$ cat config.mk
export PLATFORM = sky130hd
export DESIGN_NAME = rpi_bus_rx
export DESIGN_NICKNAME = d
export VERILOG_FILES = /design/src/rtl/rpi_bus_pkg.sv /design/src/rtl/rpi_bus_rx_sync_2ff.sv /design/src/rtl/rpi_bus_rx.sv
export SDC_FILE = /design/constraint.sdc
export NUM_CORES = 1
export LEC_CHECK = 0
export ABC_AREA = 1
export CAP_MARGIN = 10
export CORE_AREA = 5 5 75 60
export DETAILED_ROUTE_END_ITERATION = 16
export DIE_AREA = 0 0 80 65
export PLACE_DENSITY = 0.86
export RECOVER_POWER = 50
export SYNTH_ARGS = -nofsm -noshare
export SYNTH_HDL_FRONTEND = slang
export SYNTH_SLANG_ARGS = --single-unit
$ cat constraint.sdc
create_clock -name clk_100mhz -period 1.85 [get_ports clk_100mhz]
set_input_delay 0.2775 -clock clk_100mhz [delete_from_list [all_inputs] [get_ports clk_100mhz]]
set_output_delay 0.2775 -clock clk_100mhz [all_outputs]
set_load 0.01 [all_outputs]
$ cat src/rtl/rpi_bus_pkg.sv
// Shared definitions for the Raspberry Pi bus receiver: command opcodes and FSM state encodings.
// Optional feature macro: RPI_TIMEOUT_EN adds the WAIT_LOW recovery state used after a stuck strobe.
package rpi_bus_pkg;

    localparam logic [1:0] OP_SET_ADDR  = 2'b00;
    localparam logic [1:0] OP_RESET_PTR = 2'b01;
    localparam logic [1:0] OP_COMMIT    = 2'b10;
    localparam logic [1:0] OP_RSVD      = 2'b11;

    typedef enum logic [1:0] {
        ST_IDLE     = 2'd0,
        ST_EXEC     = 2'd1,
        ST_ACK      = 2'd2
`ifdef RPI_TIMEOUT_EN
       ,ST_WAIT_LOW = 2'd3
`endif
    } rx_state_t;

    // The opcode of a command byte lives in its two top bits
    function automatic logic [1:0] get_opcode(input logic [7:0] cmd_byte);
        return cmd_byte[7:6];
    endfunction

endpackage

$ cat src/rtl/rpi_bus_rx_sync_2ff.sv
// Two-flop synchroniser for asynchronous Raspberry Pi pins, cleared by synchronous reset.
module sync_2ff #(
    parameter int WIDTH = 1
) (
    input  logic             clk,
    input  logic             rst,
    input  logic [WIDTH-1:0] d,
    output logic [WIDTH-1:0] q
);

    logic [WIDTH-1:0] meta;

    // Two back-to-back flops give the first stage a full cycle to settle out of metastability
    always_ff @(posedge clk) begin
        if (rst) begin
            meta <= '0;
            q    <= '0;
        end else begin
            meta <= d;
            q    <= meta;
        end
    end

endmodule

$ cat src/rtl/rpi_bus_rx.sv
// rpi_bus_rx: receives bytes from the Raspberry Pi GPIO bus over a 4-phase strobe/ack handshake,
// decodes command vs data bytes and issues single-cycle writes into the matrix frame memory.
// Optional feature macro: RPI_TIMEOUT_EN enables the stuck-strobe timeout and WAIT_LOW recovery.
module rpi_bus_rx
    import rpi_bus_pkg::*;
#(
    parameter int ADDR_DEPTH     = 4,
    parameter int TIMEOUT_CYCLES = 1023
) (
    input  logic                  clk_100mhz,
    input  logic                  rst,
    input  logic [7:0]            RPI_IO,
    input  logic                  rpi_strobe,
    input  logic                  rpi_cmd,
    output logic                  rpi_ack,
    output logic                  wr_en,
    output logic [ADDR_DEPTH-1:0] wr_addr,
    output logic [7:0]            wr_data,
    output logic                  frame_done,
    output logic                  err
);

    localparam logic [ADDR_DEPTH-1:0] MAX_ADDR = ADDR_DEPTH'((2 ** ADDR_DEPTH) - 1);

    // SET_ADDR takes the pointer from the low byte bits, so the address cannot exceed 8 bits
    if (ADDR_DEPTH < 1 || ADDR_DEPTH > 8 || TIMEOUT_CYCLES < 2) begin : g_param_check
        $error("rpi_bus_rx: ADDR_DEPTH must be 1..8 and TIMEOUT_CYCLES at least 2");
    end

    logic [9:0]       sync_in;
    logic [9:0]       sync_out;
    logic             strobe_sync;
    logic             cmd_sync;
    logic [7:0]       io_sync;
    logic             strobe_d;
    logic [1:0]       warm_cnt;
    logic             strobe_rise;
    rx_state_t        state;
    logic [7:0]       byte_q;
    logic             cmd_q;
    logic [ADDR_DEPTH-1:0] ptr;

    assign sync_in = {rpi_strobe, rpi_cmd, RPI_IO};

    sync_2ff #(
        .WIDTH(10)
    ) u_sync (
        .clk(clk_100mhz),
        .rst(rst),
        .d  (sync_in),
        .q  (sync_out)
    );

    assign strobe_sync = sync_out[9];
    assign cmd_sync    = sync_out[8];
    assign io_sync     = sync_out[7:0];
    assign strobe_rise = strobe_sync & ~strobe_d;

    // Strobe history is held high until the synchroniser has refilled after reset, so a strobe
    // already high at reset release is never mistaken for a rising edge
    always_ff @(posedge clk_100mhz) begin
        if (rst) begin
            warm_cnt <= 2'd0;
            strobe_d <= 1'b1;
        end else begin
            if (warm_cnt != 2'd2) begin
                warm_cnt <= warm_cnt + 2'd1;
            end
            strobe_d <= (warm_cnt == 2'd2) ? strobe_sync : 1'b1;
        end
    end

`ifdef RPI_TIMEOUT_EN
    localparam int CNT_W = $clog2(TIMEOUT_CYCLES + 1);
    logic [CNT_W-1:0] to_cnt;
`endif

    // Handshake FSM: capture byte on a fresh strobe rise, execute it for one cycle, then hold ack
    always_ff @(posedge clk_100mhz) begin
        if (rst) begin
            state      <= ST_IDLE;
            rpi_ack    <= 1'b0;
            wr_en      <= 1'b0;
            wr_addr    <= '0;
            wr_data    <= 8'h00;
            frame_done <= 1'b0;
            err        <= 1'b0;
            ptr        <= '0;
            byte_q     <= 8'h00;
            cmd_q      <= 1'b0;
`ifdef RPI_TIMEOUT_EN
            to_cnt     <= '0;
`endif
        end else begin
            wr_en      <= 1'b0;
            frame_done <= 1'b0;
            err        <= 1'b0;
            case (state)
                ST_IDLE: begin
                    rpi_ack <= 1'b0;
                    if (strobe_rise) begin
                        byte_q <= io_sync;
                        cmd_q  <= cmd_sync;
                        state  <= ST_EXEC;
                    end
                end
                ST_EXEC: begin
                    if (!cmd_q) begin
                        wr_en   <= 1'b1;
                        wr_addr <= ptr;
                        wr_data <= byte_q;
                        ptr     <= (ptr == MAX_ADDR) ? '0 : ptr + 1'b1;
                    end else begin
                        case (get_opcode(byte_q))
                            OP_SET_ADDR:  ptr        <= byte_q[ADDR_DEPTH-1:0];
                            OP_RESET_PTR: ptr        <= '0;
                            OP_COMMIT:    frame_done <= 1'b1;
                            OP_RSVD:      err        <= 1'b1;
                            default:      err        <= 1'b1;
                        endcase
                    end
`ifdef RPI_TIMEOUT_EN
                    to_cnt <= '0;
`endif
                    state <= ST_ACK;
                end
                ST_ACK: begin
                    if (!strobe_sync) begin
                        rpi_ack <= 1'b0;
                        state   <= ST_IDLE;
`ifdef RPI_TIMEOUT_EN
                    end else if (to_cnt == CNT_W'(TIMEOUT_CYCLES - 1)) begin
                        err     <= 1'b1;
                        rpi_ack <= 1'b0;
                        state   <= ST_WAIT_LOW;
                    end else begin
                        to_cnt  <= to_cnt + 1'b1;
                        rpi_ack <= 1'b1;
`else
                    end else begin
                        rpi_ack <= 1'b1;
`endif
                    end
                end
`ifdef RPI_TIMEOUT_EN
                ST_WAIT_LOW: begin
                    rpi_ack <= 1'b0;
                    if (!strobe_sync) begin
                        state <= ST_IDLE;
                    end
                end
`endif
                default: begin
                    rpi_ack <= 1'b0;
                    state   <= ST_IDLE;
                end
            endcase
        end
    end

endmodule
==> flow_metrics.env, run 1 <==
export IMPL_status="completed"
export IMPL_path_delay_family="buffers and inverters"
export IMPL_grt_max_degree=29
export IMPL_cp_slowest_cell="clkdlybuf4s50_1"
export IMPL_ys_top_cells_by_area="dfxtp_1 55%, inv_1 6.6%, nor2_1 6.1%"
export IMPL_fillers=369
export IMPL_antenna_found_initial=0
export IMPL_cts_num_sinks=54
export IMPL_finalHoldViolations=0
export IMPL_fmax_ghz=0.665
export IMPL_max_cap_violations=0
export IMPL_switching_share_pct=22.4
export IMPL_maxSlewViolCount=0
export IMPL_coreArea_um2=3800
export IMPL_row_count=20
export IMPL_clock_root_buffer="clkbuf_8"
export IMPL_diodes=0
export IMPL_grt_total_usage_pct=14.4
export IMPL_fin_area_um2=2330
export IMPL_ant_nets=0
export IMPL_synth_top_area_share_pct=54.5
export IMPL_required_ns=1.57
export IMPL_fin_util_pct=61.3
export IMPL_final_nets=273
export IMPL_die_area_um2=5200
export IMPL_grt_pass1_vias=1293
export IMPL_avgSynthCellArea_um2=8.54
export IMPL_viasPerCell=4.69
export IMPL_p_leak_nw=0.904
export IMPL_reg2regPathDepth=6
export IMPL_worst_pin_slew_ns=0.549
export IMPL_fin_cells=315
export IMPL_crit_type="reg2out"
export IMPL_rr_endpoint="ptr[2]$_SDFFE_PP0P_"
export IMPL_syn2layout_area_growth_pct=17.6
export IMPL_dp_hpwl_mm=2.39
export IMPL_io_buffer_count=27
export IMPL_wl_per_cell_um=10.6
export IMPL_drt_total_wl_mm=3.35
export IMPL_clockBufferDepth=2
export IMPL_syn_nets=246
export IMPL_fin_crit_ns=1.50
export IMPL_rrSetupSlack_ns=0.63
export IMPL_worstHoldPathCells=2
export IMPL_ctsHtreeMaxLevel=2
export IMPL_dr_total_vias=1477
export IMPL_p_switching_mw=0.452
export IMPL_hold_class="reg2reg"
export IMPL_synth_largest_area_cell="dfxtp_1"
export IMPL_path_buf_inv=1
export IMPL_crit_fanout=2
export IMPL_die_w_um=80
export IMPL_start_util_pct=52.1
export IMPL_power_density_nw_per_um2=866
export IMPL_drive_gt1_share_pct=10.8
export IMPL_setup_slack_ns=0.346
export IMPL_r2r_start="ptr[0]$_SDFFE_PP0P_"
export IMPL_overflow=0
export IMPL_max_vdd_ir_drop_uv=626
export IMPL_synth_seq_cells=54
export IMPL_numCtsBuffers=5
export IMPL_cts_resized=0
export IMPL_die_h_um=65
export IMPL_pre_cts_ws_ns=0.409
export IMPL_path_cells="clkdlybuf4s50_1"
export IMPL_hold_path_end="u_sync.q[2]$_SDFF_PP0_"
export IMPL_slew_headroom_pct=63.4
export IMPL_place_congestion=0.923
export IMPL_clock_skew_ns=0.00349
export IMPL_yosysSeqAreaShare_pct=54.5
export IMPL_arrival_ns=1.23
export IMPL_place_area_um2=2270
export IMPL_cts_hold_buf=0
export IMPL_rsz0062_at_grt="no"
export IMPL_p_clk_share_pct=32.8
export IMPL_syn_area_um2=1980
export IMPL_cts_tree="done"
export IMPL_path_depth=1
export IMPL_path_clk_slew_ns=0.09
export IMPL_power_frac_seq_pct=61.0
export IMPL_syn_inst=232
export IMPL_hp_start="u_sync.meta[2]$_SDFF_PP0_"
export IMPL_finalSetupViolCount=0
export IMPL_grt_pass1_wl_mm=5.70
export IMPL_drtPass1Iterations=4
export IMPL_p_comb_share_pct=6.2
export IMPL_clock_latency_ns=0.30
export IMPL_yosysWarnings=0
export IMPL_ys_types=23
export IMPL_drt_initial_drc_count=162
export IMPL_max_stage_delay_ns=0.55
export IMPL_crit_path_end_kind="output pin"
export IMPL_dp_cells=307
export IMPL_finalCritPeriodShare_pct=81.3
export IMPL_drc_errors=0
export IMPL_setup_tns_final_ns=0
export IMPL_post_cts_setup_buffers=0
export IMPL_internal_power_mw=1.56
export IMPL_cp_start_kind="flop"
export IMPL_num_io_pins=28
## power groups by stage
stage	Combinational (mW)	Clock [mW]	Sequential (mW)
2_1_floorplan	0.0913	0	1.25
3_3_place_gp	0.122	0	1.26
3_5_place_dp	0.127	0	1.26
4_1_cts	0.131	0.686	1.23
5_1_grt	0.147	0.733	1.24
6_report	0.125	0.661	1.23
## cell type report
| cell class | count | area, um2 | area share (%) |
|---|---|---|---|
| clock buffers | 7 | 86.3 | 3.71 |
| clock inverters | 1 | 5.00 | 0.215 |
| inverters | 38 | 145 | 6.23 |
| multi-input cells | 131 | 664 | 28.5 |
| flip-flops and latches | 54 | 1080 | 46.4 |
| well taps | 55 | 68.8 | 2.95 |
| repair buffers | 29 | 279 | 12.0 |
## per-layer routing
layer,share of wire [%],track usage [%]
met5,0,0
met4,1.3,8.86
met2,43,21.2
met3,5.8,4.44
met1,50,18.3
## worst max path at each step
stage                            start               endpoint  slack, ns
2_1_floorplan      ptr[0]$_SDFFE_PP0P_    ptr[2]$_SDFFE_PP0P_       0.72
3_3_place_gp                       rst  frame_done$_SDFF_PP0_       0.47
3_5_place_dp                       rst         err$_SDFF_PP0_       0.41
4_1_cts        wr_data[2]$_SDFFE_PP0P_             wr_data[2]       0.31
5_1_grt        wr_data[2]$_SDFFE_PP0P_             wr_data[2]       0.30
6_report       wr_data[2]$_SDFFE_PP0P_             wr_data[2]       0.35
## state kept, by name, summed over array words and instances (netlist names), 2 cells and up
signal	count
byte_q	8
warm_cnt	2
ptr	4
u_sync.q	10
wr_addr	4
u_sync.meta	10
wr_data	8
state	2
## kinds of logic (layout without fill, tap and decap cells)
group / Yosys count / count (layout) / synth area share (%)
simple gates: 87 / 87 / 20.9
flops: 54 / 54 / 54.5
buf+inv: 47 / 75 / 10.6
compound gates: 42 / 42 / 12.7
fa+ha+maj: 2 / 2 / 1.26
## cell usage after synthesis
cell type,n
dfxtp_1,54
inv_1,35
nor2_1,32
nand3_1,21
a21oi_1,18
nand2_1,17
o21ai_0,13
a21oi_2,10
nand2_2,9
buf_2,5
nor3_1,3
buf_4,2
ha_1,2
inv_2,2
buf_12,1
clkbuf_2,1
inv_4,1
nand2_4,1
nand3_2,1
nand4_1,1
nor2_8,1
o21ai_2,1
or2_2,1
## per-stage QoR
step	total power, mW	hold WS (ns)
finish	2.02	0.403
global route	2.12	0.416
CTS	2.05	0.404
detailed placement	1.39	0.392
global placement	1.38	0.389
floorplan	1.34	0.384
## layout by cell type, fill, tap and decap left out, drive strengths merged
| master | synthesis | routed |
|---|---|---|
| clkinv | 0 | 1 |
| nand4 | 1 | 1 |
| nand2 | 27 | 27 |
| nor3 | 3 | 3 |
| dlygate4sd3 | 0 | 1 |
| nand3 | 22 | 22 |
| dfxtp | 54 | 54 |
| or2 | 1 | 1 |
| a21oi | 28 | 28 |
| nor2 | 33 | 33 |
| o21ai | 14 | 14 |
| inv | 38 | 38 |
| ha | 2 | 2 |
| clkdlybuf4s50 | 0 | 26 |
| clkbuf | 1 | 9 |
Note: power is estimated with default switching activity, not from simulation.
==> inputs of run 2 (changes only) <==
--- a/config.mk
+++ b/config.mk
@@ -7,10 +7,10 @@
 export LEC_CHECK = 0
 export ABC_AREA = 1
 export CAP_MARGIN = 10
-export CORE_AREA = 5 5 75 60
+export CORE_AREA = 5 5 77 61
 export DETAILED_ROUTE_END_ITERATION = 16
-export DIE_AREA = 0 0 80 65
-export PLACE_DENSITY = 0.86
+export DIE_AREA = 0 0 82 66
+export PLACE_DENSITY = 0.82
 export RECOVER_POWER = 50
 export SYNTH_ARGS = -nofsm -noshare
 export SYNTH_HDL_FRONTEND = slang
==> constraint.sdc (replaced) <==
create_clock -name clk_100mhz -period 1.4 [get_ports clk_100mhz]
set_input_delay 0.21 -clock clk_100mhz [delete_from_list [all_inputs] [get_ports clk_100mhz]]
set_output_delay 0.21 -clock clk_100mhz [all_outputs]
set_load 0.01 [all_outputs]
==> run 2 against run 1 <==
  * Non-clock buffer count grew 2
  * Flip-flop and latch count unchanged
  * Clock power up 59%
  * Critical path type is now reg2reg
==> flow_metrics.env, run 2 (same netlist as run 1, synthesis figures left out) <==
export IMPL_status="completed"
export IMPL_wl_per_cell_um=10.2
export IMPL_rsz0062_at_grt="no"
export IMPL_clock_root_buffer="clkbuf_8"
export IMPL_syn2layout_area_growth_pct=19.6
export IMPL_grt_max_degree=25
export IMPL_seq_area_um2=1080
export IMPL_antenna_found_initial=0
export IMPL_overflow=0
export IMPL_setup_slack_ns=0.107
export IMPL_place_congestion=0.883
export IMPL_cts_tree="done"
export IMPL_grt_total_usage_pct=13.6
export IMPL_top_regs="u_sync.meta: 10 flops, u_sync.q: 10 flops"
export IMPL_maxSlewViolCount=0
export IMPL_cts_num_sinks=54
export IMPL_die_h_um=66
export IMPL_fin_cells=317
export IMPL_drt_total_wl_mm=3.23
export IMPL_finalSetupViolCount=0
export IMPL_viasPerCell=4.60
export IMPL_coreArea_um2=3900
export IMPL_cp_start_kind="flop"
export IMPL_row_count=20
export IMPL_power_density_nw_per_um2=1200
export IMPL_final_nets=275
export IMPL_numCtsBuffers=5
export IMPL_max_vdd_ir_drop_uv=868
export IMPL_path_clk_slew_ns=0.10
export IMPL_worst_pin_slew_ns=0.559
export IMPL_fillers=372
export IMPL_clock_skew_ns=0.00796
export IMPL_hold_class="in2reg"
export IMPL_finalHoldViolations=0
export IMPL_start_util_pct=50.8
export IMPL_crit_type="reg2reg"
export IMPL_grt_pass1_vias=1256
export IMPL_required_ns=1.57
export IMPL_cts_hold_buf=0
export IMPL_clockBufferDepth=2
export IMPL_drive_gt1_share_pct=14.1
export IMPL_layout_common_cells="54 x dfxtp_1, 35 x inv_1, 32 x nor2_1"
export IMPL_worstHoldPathCells=3
export IMPL_post_cts_setup_buffers=0
export IMPL_fin_util_pct=60.7
export IMPL_die_w_um=82
export IMPL_num_io_pins=28
export IMPL_die_area_um2=5410
export IMPL_diodes=0
export IMPL_place_area_um2=2290
export IMPL_ctsHtreeMaxLevel=2
export IMPL_drc_errors=0
export IMPL_crit_path_end_kind="flop"
export IMPL_grt_pass1_wl_mm=5.47
export IMPL_io_buffer_count=27
export IMPL_rrSetupSlack_ns=0.11
export IMPL_fin_crit_ns=1.29
export IMPL_dp_hpwl_mm=2.37
export IMPL_fin_area_um2=2370
export IMPL_dp_cells=309
export IMPL_drt_initial_drc_count=146
export IMPL_p_leak_nw=0.969
export IMPL_dr_total_vias=1457
export IMPL_mostFrequentLayoutCell="dfxtp_1"
export IMPL_reg2regPathDepth=5
export IMPL_clock_latency_ns=0.31
export IMPL_arrival_ns=1.46
export IMPL_drtPass1Iterations=4
export IMPL_crit_fanout=16
export IMPL_ant_nets=0
export IMPL_slew_headroom_pct=62.8
export IMPL_fmax_ghz=0.774
export IMPL_pre_cts_ws_ns=0.148
export IMPL_max_cap_violations=0
export IMPL_finalCritPeriodShare_pct=92.3
export IMPL_setup_tns_final_ns=0
export IMPL_multi_input_area_um2=682
-- run 2: cell count changes in the layout (fill, tap and decap cells not counted), sizes merged --
cell	change
clkdlybuf4s50	-16
inv	+1
bufinv	+1
buf	+1
clkbuf	-1
dlygate4sd2	+11
clkdlybuf4s25	+5
-- run 2: area by class of cell --
class	instances	area share, %
Sequential cell	54	45.6
Multi-Input combinational cell	131	28.8
Timing Repair Buffer	31	11.7
Inverter	38	6.12
Clock buffer	5	2.90
Tap cell	55	2.90
Clock inverter	3	2.01
-- run 2: path summary, 6_finish.rpt --
kind	startpoint	to
worst max-delay path	state[0]$_SDFFE_PP0P_	wr_addr[2]$_SDFFE_PP0P_
worst min-delay path	RPI_IO[1]	u_sync.meta[1]$_SDFF_PP0_
worst max register to register	state[0]$_SDFFE_PP0P_	wr_addr[2]$_SDFFE_PP0P_
worst min register to register	u_sync.meta[0]$_SDFF_PP0_	u_sync.q[0]$_SDFF_PP0_
-- run 2: routing by layer --
metal	share of wire (%)	global-route usage, %
met2	40	19.8
met1	49	17.8
met5	0	0
met4	1.5	4.98
met3	9.6	5.86
-- run 2: what timing repair did --
| action | CTS | global route |
|---|---|---|
| gates resized for setup | 11 | 5 |
| endpoints found under the setup margin | 11 | 5 |
| pin swaps | 0 | 0 |
-- run 2: critical path: stages (launching register included) --
cell and delay, ns:
dfxtp_1 0.38, inv_2 0.06, nor2_4 0.32, nand2_4 0.21, nand2_1 0.11, a21oi_1 0.06
-- run 2: where the power goes --
| part | internal [mW] | total, mW | switching [mW] |
|---|---|---|---|
| combinational | 0.0737 | 0.171 | 0.0968 |
| sequential | 1.60 | 1.63 | 0.0296 |
| clock | 0.542 | 1.05 | 0.511 |
| total | 2.21 | 2.85 | 0.638 |
-- run 2: per-stage QoR --
stage,hold WS (ns),total power [mW]
after floorplan,0.317,1.78
after global placement,0.389,1.83
after detailed placement,0.394,1.84
after CTS,0.391,2.88
after global routing,0.377,3.00
final,0.399,2.85
